### src/rtl/fb_pkg.sv
// fb_pkg: shared frame-buffer port constants; these are the arbiter's parameter defaults.
package fb_pkg;
    localparam int FB_ADDR_WIDTH   = 17;
    localparam int FB_DATA_WIDTH   = 8;
    localparam int FB_MAX_WR_BURST = 4;
endpackage

### src/rtl/fb_port_arbiter_if.sv
// fb_port_arbiter_if: writer/reader request channels plus the shared RAM port A.
interface fb_port_arbiter_if import fb_pkg::*; #(
    parameter int ADDR_WIDTH = FB_ADDR_WIDTH,
    parameter int DATA_WIDTH = FB_DATA_WIDTH
) ();
    logic                  wr_valid;
    logic [ADDR_WIDTH-1:0] wr_addr;
    logic [DATA_WIDTH-1:0] wr_data;
    logic                  wr_ready;
    logic                  rd_valid;
    logic [ADDR_WIDTH-1:0] rd_addr;
    logic                  rd_ready;
    logic                  rd_data_valid;
    logic [DATA_WIDTH-1:0] rd_data;
    logic                  ram_en;
    logic                  ram_we;
    logic [ADDR_WIDTH-1:0] ram_addr;
    logic [DATA_WIDTH-1:0] ram_din;
    logic [DATA_WIDTH-1:0] ram_dout;

    modport slave (
        input  wr_valid, wr_addr, wr_data, rd_valid, rd_addr, ram_dout,
        output wr_ready, rd_ready, rd_data_valid, rd_data, ram_en, ram_we, ram_addr, ram_din
    );

    modport master (
        output wr_valid, wr_addr, wr_data, rd_valid, rd_addr, ram_dout,
        input  wr_ready, rd_ready, rd_data_valid, rd_data, ram_en, ram_we, ram_addr, ram_din
    );
endinterface

### src/rtl/fb_port_arbiter.sv
// fb_port_arbiter: shares one RAM port between camera writer and map reader,
// writes win contention until MAX_WR_BURST consecutive grants have starved the reader.
module fb_port_arbiter import fb_pkg::*; #(
    parameter int ADDR_WIDTH   = FB_ADDR_WIDTH,
    parameter int DATA_WIDTH   = FB_DATA_WIDTH,
    parameter int MAX_WR_BURST = FB_MAX_WR_BURST
) (
    input logic clk,
    input logic reset,
    fb_port_arbiter_if.slave bus
);
    localparam logic [3:0] MAX_CNT = 4'(MAX_WR_BURST);

    logic [3:0] burst_cnt;
    logic       rd_pend;
    logic       grant_w;
    logic       grant_r;

    always_comb begin
        grant_w           = !reset && bus.wr_valid && (!bus.rd_valid || burst_cnt < MAX_CNT);
        grant_r           = !reset && bus.rd_valid && (!bus.wr_valid || burst_cnt >= MAX_CNT);
        bus.wr_ready      = grant_w;
        bus.rd_ready      = grant_r;
        bus.ram_en        = grant_w || grant_r;
        bus.ram_we        = grant_w;
        bus.ram_addr      = grant_w ? bus.wr_addr : grant_r ? bus.rd_addr : ADDR_WIDTH'(0);
        bus.ram_din       = grant_w ? bus.wr_data : DATA_WIDTH'(0);
        bus.rd_data       = bus.ram_dout;
        // a read granted just before reset must not surface during the reset cycle
        bus.rd_data_valid = rd_pend && !reset;
    end

    always_ff @(posedge clk) begin
        if (reset) begin
            burst_cnt <= '0;
            rd_pend   <= 1'b0;
        end else begin
            rd_pend   <= grant_r;
            burst_cnt <= (!bus.rd_valid || grant_r) ? '0
                       : (grant_w && burst_cnt < MAX_CNT) ? burst_cnt + 4'd1 : burst_cnt;
        end
    end
endmodule

### src/flat_wrapper.sv
// flat-port wrapper written by rule: the top's interface ports become plain ports
module fb_port_arbiter_flat import fb_pkg::*;
#(
    parameter int ADDR_WIDTH   = FB_ADDR_WIDTH,
    parameter int DATA_WIDTH   = FB_DATA_WIDTH,
    parameter int MAX_WR_BURST = FB_MAX_WR_BURST
)
  (clk, reset, bus_wr_valid, bus_wr_addr, bus_wr_data, bus_rd_valid, bus_rd_addr, bus_ram_dout, bus_wr_ready, bus_rd_ready, bus_rd_data_valid, bus_rd_data, bus_ram_en, bus_ram_we, bus_ram_addr, bus_ram_din);
  fb_port_arbiter_if #(.ADDR_WIDTH(ADDR_WIDTH), .DATA_WIDTH(DATA_WIDTH)) bus_i ();
  input logic clk;
  input logic reset;
  input wire logic [$bits(bus_i.wr_valid)-1:0] bus_wr_valid;
  input wire logic [$bits(bus_i.wr_addr)-1:0] bus_wr_addr;
  input wire logic [$bits(bus_i.wr_data)-1:0] bus_wr_data;
  input wire logic [$bits(bus_i.rd_valid)-1:0] bus_rd_valid;
  input wire logic [$bits(bus_i.rd_addr)-1:0] bus_rd_addr;
  input wire logic [$bits(bus_i.ram_dout)-1:0] bus_ram_dout;
  output wire logic [$bits(bus_i.wr_ready)-1:0] bus_wr_ready;
  output wire logic [$bits(bus_i.rd_ready)-1:0] bus_rd_ready;
  output wire logic [$bits(bus_i.rd_data_valid)-1:0] bus_rd_data_valid;
  output wire logic [$bits(bus_i.rd_data)-1:0] bus_rd_data;
  output wire logic [$bits(bus_i.ram_en)-1:0] bus_ram_en;
  output wire logic [$bits(bus_i.ram_we)-1:0] bus_ram_we;
  output wire logic [$bits(bus_i.ram_addr)-1:0] bus_ram_addr;
  output wire logic [$bits(bus_i.ram_din)-1:0] bus_ram_din;
  assign bus_i.wr_valid = bus_wr_valid;
  assign bus_i.wr_addr = bus_wr_addr;
  assign bus_i.wr_data = bus_wr_data;
  assign bus_i.rd_valid = bus_rd_valid;
  assign bus_i.rd_addr = bus_rd_addr;
  assign bus_i.ram_dout = bus_ram_dout;
  assign bus_wr_ready = bus_i.wr_ready;
  assign bus_rd_ready = bus_i.rd_ready;
  assign bus_rd_data_valid = bus_i.rd_data_valid;
  assign bus_rd_data = bus_i.rd_data;
  assign bus_ram_en = bus_i.ram_en;
  assign bus_ram_we = bus_i.ram_we;
  assign bus_ram_addr = bus_i.ram_addr;
  assign bus_ram_din = bus_i.ram_din;
  fb_port_arbiter #(.ADDR_WIDTH(ADDR_WIDTH), .DATA_WIDTH(DATA_WIDTH), .MAX_WR_BURST(MAX_WR_BURST)) u_core (.clk(clk), .reset(reset), .bus(bus_i));
endmodule
### config.mk
export PLATFORM = sky130hd
export DESIGN_NAME = fb_port_arbiter_flat
export DESIGN_NICKNAME = d
export VERILOG_FILES = /design/src/rtl/fb_pkg.sv /design/src/rtl/fb_port_arbiter_if.sv /design/src/rtl/fb_port_arbiter.sv /design/src/flat_wrapper.sv
export SDC_FILE = /design/constraint.sdc
export NUM_CORES = 1
export LEC_CHECK = 0
export ABC_AREA = 1
export CORE_MARGIN = 2
export CORE_UTILIZATION = 24
export CTS_CLUSTER_DIAMETER = 60
export CTS_CLUSTER_SIZE = 16
export DETAILED_ROUTE_END_ITERATION = 7
export PLACE_DENSITY = 0.81
export RECOVER_POWER = 25
export SYNTH_ARGS = -nofsm -noshare
export SYNTH_HDL_FRONTEND = slang
export SYNTH_SLANG_ARGS = --single-unit
### constraint.sdc
create_clock -name clk -period 1.65 [get_ports clk]
set_clock_uncertainty 0.1 [all_clocks]
set_input_delay 0.33 -clock clk [delete_from_list [all_inputs] [get_ports clk]]
set_output_delay 0.33 -clock clk [all_outputs]
set_load 0.05 [all_outputs]
Word-level counts from Yosys, hierarchy flattened
Index checks and enable logic that the tools add are counted.
Operators by class
  order comparisons: 2
  reduce and logical (&&, ||, !) cells: 14
  $add $sub $neg: 1
  mux-type cells: 3
Operators by type and width (number)
  17-bit 2-to-1 mux: 2
  8-bit 2-to-1 mux: 1
  1-bit logical AND: 6
  4-bit by 1-bit adder with 4-bit output (second input constant): 1
  4-bit by 3-bit greater-or-equal comparator with 1-bit output (second input constant): 1
  1-bit logical OR: 4
  4-bit by 3-bit less-than comparator with 1-bit output (second input constant): 1
  1-bit zero test: 3
  2-bit OR reduction: 1
Storage, ports and cells
  output and inout port bits: 38
  input bits: 54
  register bits: 5
  logic and storage cells: 22

Longest topological paths before layout
Gate-level depths: netlist (run 1).
  depth in word-level cells: 5
  mapped depth: 5
  mapped depth without buffers: 4

Least setup slack after synthesis (run 1)
OpenSTA, ideal clock, no wires.
  path type: register to output
  start point: reg u_core.burst_cnt[2]
  end point: out bus_ram_din[0]
  stages on the path, launching flop included: 4
  required time: 1.220 ns
  arrival: 1.374 ns
  setup slack: -0.154 ns
  path buffers: 0
  cells stage by stage: dfxtp_1 o21ai_4 nand2_2 nor2_1
Between the ends
  word-level cells in the longest chain between the ends: 4
RTL lines
  start, declared: line fb_port_arbiter.sv:14  | logic [3:0] burst_cnt;
  start signal, assigned: line fb_port_arbiter.sv:39  | burst_cnt <= (!bus.rd_valid || grant_r) ? '0
  4-bit by 3-bit less-than comparator with 1-bit output: line fb_port_arbiter.sv:20  | grant_w = !reset && bus.wr_valid && (!bus.rd_valid || burst_cnt < MAX_CNT);
  1-bit logical OR: line fb_port_arbiter.sv:20
  1-bit logical AND: line fb_port_arbiter.sv:20
  8-bit 2-to-1 mux: line fb_port_arbiter.sv:27  | bus.ram_din = grant_w ? bus.wr_data : DATA_WIDTH'(0);
  end, declared: line flat_wrapper.sv:25  | output wire logic [$bits(bus_i.ram_din)-1:0] bus_ram_din;
No other way between the ends.

Worst setup path in the final report (run 1)
  start point: reg u_core.burst_cnt[2]
  end point: out bus_ram_addr[9]
Between the ends
  word-level cells in the longest chain between the ends: 5
  elaborated cells between the ends (all ways): 8
RTL lines
  4-bit by 3-bit greater-or-equal comparator with 1-bit output: line fb_port_arbiter.sv:21  | grant_r = !reset && bus.rd_valid && (!bus.wr_valid || burst_cnt >= MAX_CNT);
  1-bit logical OR: line fb_port_arbiter.sv:21
  1-bit logical AND: line fb_port_arbiter.sv:21
  17-bit 2-to-1 mux: line fb_port_arbiter.sv:26  | bus.ram_addr = grant_w ? bus.wr_addr : grant_r ? bus.rd_addr : ADDR_WIDTH'(0);
  17-bit 2-to-1 mux (*): line fb_port_arbiter.sv:26
  end, declared: line flat_wrapper.sv:24  | output wire logic [$bits(bus_i.ram_addr)-1:0] bus_ram_addr;
Every way passes the cells marked *; elsewhere a longest branch is shown, timed or not.

==> results of run 1 <==
## state kept, by name (all words and copies together) (netlist names)
| name | cells |
|---|---|
| u_core.burst_cnt | 4 |
| u_core.rd_pend | 1 |
## how the worst min path moves through the flow
stage	from	to	slack, ns
finish	u_core.burst_cnt[0]	u_core.burst_cnt[0]	0.34
global route	u_core.burst_cnt[0]	u_core.burst_cnt[0]	0.36
CTS	u_core.burst_cnt[0]	u_core.burst_cnt[0]	0.34
detailed placement	u_core.burst_cnt[0]	u_core.burst_cnt[0]	0.33
global placement	u_core.burst_cnt[0]	u_core.burst_cnt[0]	0.30
floorplan	u_core.burst_cnt[0]	u_core.burst_cnt[0]	0.30
## cells in the final DEF, fill, tap and decap left out, types with 2 or more instances in the layout
cell,Yosys,routed
buf_6,1,9
clkdlybuf4s50_1,0,42
nor2_4,0,10
nor2_1,14,5
buf_12,0,31
inv_1,12,10
dfxtp_1,5,3
inv_2,1,2
nand2_2,2,16
dfxtp_4,0,2
buf_4,12,9
nand3_4,0,2
nand3_1,34,17
nand2_4,0,3
nand3_2,1,16
o21ai_4,1,2
nand2_8,0,2
clkbuf_4,0,3
## stage by stage
| stage | total power [uW] | setup TNS [ns] |
|---|---|---|
| floorplan | 407 | -1.34 |
| global placement | 671 | -9.56 |
| detailed placement | 681 | -10.79 |
| CTS | 929 | -2.05 |
| global route | 985 | -4.02 |
| finish | 953 | -3.22 |
## worst reg2reg max path: cells and delay by family (launching register included)
kind	cells	cell delay, ns
flip-flops	1	0.38
buffers and inverters	1	0.15
AND/OR/NAND/NOR	3	0.47
## what timing repair did
action,in CTS,in global routing
buffers inserted,6,1
cloned,6,0
gates resized for setup,93,6
pin swaps,17,15
hold endpoints to repair,0,0
endpoints found under the setup margin,29,29
## power groups by stage
stage | Combinational [uW] | Sequential [uW] | Clock, uW
final | 673 | 126 | 154
after global routing | 695 | 126 | 164
after CTS | 653 | 125 | 151
after detailed placement | 552 | 129 | 0
after global placement | 543 | 129 | 0
after floorplan | 278 | 129 | 0
## final cells by class
class | instances | area share
clock buffers | 4 | 0.0121
inverters | 13 | 0.0247
multi-input cells | 79 | 0.311
flip-flops and latches | 5 | 0.0494
well taps | 30 | 0.0172
repair buffers | 95 | 0.585
## cell families (layout without fill, tap and decap cells)
kind of cell | Yosys count | in the layout | synth area share
AO/OA/AOI/OAI | 2 | 3 | 0.0332
adder cells (fa/ha/maj) | 1 | 1 | 0.0195
buffers and inverters | 27 | 112 | 0.242
flip-flops | 5 | 5 | 0.156
other | 1 | 1 | 0.00585
AND/OR/NAND/NOR | 72 | 74 | 0.543
## routing by layer
layer,track usage,part of all wire
met1,0.284,0.39
met4,0.0941,0.0098
met3,0.0302,0.055
met2,0.457,0.54
met5,0,0
==> qor.yml, run 1 <==
status: "finished with violations"
violations: "setup timing"
syn-num-nets: 163
yosysTopAreaCell: "nand3_1"
grt_antenna_before_repair: 0
p_sw_uw: 397
swShare: 0.416
max_stage_delay_ns: 0.38
synth-main-ff-cell: "dfxtp_1"
critPathBufInv: 3
start_util: 0.256
worstHoldPathType: "reg2reg"
fp.dieW_microns: 55.7
finalSetupViolations: 28
rsz0062_at_grt: "yes"
dpl.cell_count: 209
fin_ws_ns: -0.166
synth-edff-count: 0
via_per_inst: 5.02
grt_max_degree: 11
ios: 92
core-area_sq_um: 2500
grt_overflow: 0
design.die.area_sq_um: 3100
max_clock_freq_ghz: 0.551
period_needed_ns: 1.82
cts.sinks: 5
hold_viol: 0
comb_power_share: 0.706
hold_buffers: 0
synthArstFlopShare: 0
syn_inst: 108
synthTopCellsByCount: "nand3_1 (34), nand2_1 (17), nor2_1 (14), buf_4 (12), inv_1 (12)"
final_layout_size_suffix_gt1_frac: 0.587
r2r_end: "u_core.rd_pend"
hold_depth: 1
utilization: 0.871
post_dp_cell_area_sq_um: 1710
peakVddDrop_v: 0.000510
area_growth_pct: 240
cts_buffers: 3
clock_latency_ns: 0.26
drt-initial-drc-count: 37
worstPathCellList: "o21ai_4 -> buf_6 -> buf_8 -> nand3_2 -> nand2_2 -> buf_12"
fill_cells: 112
ys_top_cells_by_area: "nand3_1 (27%), dfxtp_1 (16%), buf_4 (14%)"
postRouteAntennaNets: 0
cts-root-buf: "clkbuf_4"
reg2regPathDepth: 4
path_clk_slew_ns: 0.04
r2r_start: "u_core.burst_cnt[2]"
r2r_slack_ns: 0.45
drcViolationCount: 0
ys_seq_area_frac: 0.156
endpoint_kind: "primary output"
pre_cts_ws_ns: -0.407
cts_tree: "yes"
die_h_microns: 55.7
slew_viol_final: 0
path_class: "reg2out"
period_share: 1.10
avgSynthCellArea_sq_um: 5.93
worstPathMaxFanout: 5
first_pass_iters: 4
row_count: 18
yosys_warnings: 0
worst-endpoint-arrival_ns: 1.39
intPower_uw: 556
port_buffers: 75
p_clk_frac: 0.161
wl_per_cell_microns: 17.6
dp_hpwl_microns: 2260
grt_pass1_wl_microns: 6110
endpoint: "bus_ram_addr[9]"
totalWireLength_microns: 3970
regArea_sq_um: 108
required_ns: 1.22
final_nets: 252
antenna_cells: 0
path_depth: 6
yosysMostFrequentCell: "nand3_1"
dr_total_vias: 1135
hold_slack_ns: 0.338
crit_slowest_cell: "dfxtp_4"
synth.ff_latch_count: 5
start_kind: "flop"
leakage_uw: 0.000926
syn-cell-area_sq_um: 641
crit_start: "u_core.burst_cnt[2]"
place.gp.congestion: 0.790
yosysTopAreaCellShare: 0.266
fin_cells: 226
htreeDepth: 1
first_global_vias: 1291
synth_cell_types: 18
p_per_area_nw_per_um2: 438
cap_violations: 0
critical_path.top_delay_family: "buffers and inverters"
multiInputGateArea_sq_um: 678
clock_tree.buffer_depth: 2
grt_usage: 0.247
seqPwrFrac: 0.132
final_area_sq_um: 2180
(Power assumes the default switching activity.)
==> run 2: changes to the inputs <==
- GPL_ROUTABILITY_DRIVEN: default -> 0
==> results of run 2 <==
The final DEF is identical to that of run 1; final timing and power are the same.
==> run 3: changes to the inputs <==
- CORE_UTILIZATION: 24 -> 25
- PLACE_DENSITY: 0.81 -> 0.84
- clock period: 1.65 -> 2.15 ns (I/O delays scaled with it)
==> qor.yml, run 3 (synthesized netlist as in run 1, its figures left out) <==
utilization: 0.747
p_clk_frac: 0.167
die_h_microns: 54.6
dr_total_vias: 986
period_needed_ns: 2.03
largest_register_ffs: 4
comb_power_share: 0.682
fin_cells: 212
wl_per_cell_microns: 13.2
fp.dieW_microns: 54.6
worst-endpoint-arrival_ns: 1.50
cts_buffers: 3
htreeDepth: 1
final_layout_size_suffix_gt1_frac: 0.429
ios: 92
dp_hpwl_microns: 2270
grt_overflow: 0
grt_usage: 0.186
required_ns: 1.62
grt_antenna_before_repair: 0
grt_pass1_wl_microns: 4080
postRouteAntennaNets: 0
cts_tree: "yes"
final_cell_mix: "clkdlybuf4s50_1 (42), nand3_1 (32), buf_12 (30), nand2_2 (18), inv_1 (10)"
endpoint_kind: "primary output"
hold_viol: 0
rsz0062_at_grt: "no"
hold_buffers: 0
drcViolationCount: 0
peakVddDrop_v: 0.000333
hold_slack_ns: 0.335
design.die.area_sq_um: 2980
top_register: "u_core.burst_cnt"
cts.sinks: 5
core-area_sq_um: 2450
area_growth_pct: 186
start_util: 0.261
path_class: "in2out"
max_stage_delay_ns: 0.28
path_clk_slew_ns: 0.04
reg_top3: "u_core.burst_cnt: 4 flops, u_core.rd_pend: 1 flops"
dr_wl_met2_microns: 1490
worstPathCellList: "dlygate4sd2_1 -> nor2_1 -> buf_6 -> nand3_1 -> nand2_2 -> buf_12"
seqPwrFrac: 0.151
drt-initial-drc-count: 9
first_pass_iters: 6
p_sw_uw: 253
slew_viol_final: 0
power_uw: 645
final_nets: 238
antenna_cells: 0
leakage_uw: 0.000823
r2r_slack_ns: 0.95
period_share: 0.945
met1_length_microns: 913
grt_max_degree: 20
final_common_cell: "clkdlybuf4s50_1"
swShare: 0.392
max_clock_freq_ghz: 0.492
clock_tree.buffer_depth: 2
highest_layer: "met4"
first_global_vias: 939
via_per_inst: 4.65
clock_latency_ns: 0.24
p_per_area_nw_per_um2: 352
cts_post_setup_buffers_inserted: 0
intPower_uw: 392
status: "finished clean"
totalWireLength_microns: 2800
finalSetupViolations: 0
start_kind: "primary input"
met3_length_microns: 352
cts-root-buf: "clkbuf_4"
crit_slowest_cell: "nor2_1"
worstHoldPathType: "reg2reg"
worstPathMaxFanout: 7
row_count: 18
cap_violations: 0
port_buffers: 75
dpl.cell_count: 207
run 3: layout make-up:
class	count	area, sq um
clock buffers	4	26.3
multi-input cells	76	473
inverters	13	48.8
well taps	30	37.5
repair buffers	84	1150
flip-flops and latches	5	100
fillers	168	621
run 3: through the flow:
stage	TNS (ns)	cell area [sq um]	setup WS [ns]
2_1_floorplan	0	641	0.238
3_3_place_gp	-0.685	1680	-0.0427
3_5_place_dp	-1.71	1680	-0.101
4_1_cts	0	1810	0.000225
5_1_grt	0	1830	0.0349
6_report	0	1830	0.118
run 3: power groups by stage:
stage	combinational, uW	sequential (uW)	clock [uW]
global placement	411	98.8	0
detailed placement	417	99.2	0
global route	461	97.6	121
floorplan	213	98.8	0
CTS	438	97.5	113
finish	440	97.6	108
run 3: critical path: cells and delay by family:
kind                   cells  cell delay, ns
AND/OR/NAND/NOR            3            0.50
buffers and inverters      3            0.58
run 3: path summary, 6_finish.rpt:
kind	startpoint	to	depth (start not counted)
worst max-delay path	reset	bus_ram_addr[9]	6
worst min-delay path	u_core.burst_cnt[0]	u_core.burst_cnt[0]	1
worst max register to register	u_core.burst_cnt[2]	u_core.rd_pend	3
worst min register to register	u_core.burst_cnt[0]	u_core.burst_cnt[0]	1
run 3: what timing repair did:
item / CTS / global route
setup endpoints to repair: 28 / 18
cloned: 1 / 0
pin swaps: 2 / 6
gates resized for setup: 38 / 9
run 3: layer usage:
metal  global-route usage  up-vias
met5                    0        -
met4               0.0667        0
met3               0.0710        8
met2                0.355       61
met1                0.178      436
li1                     -      481
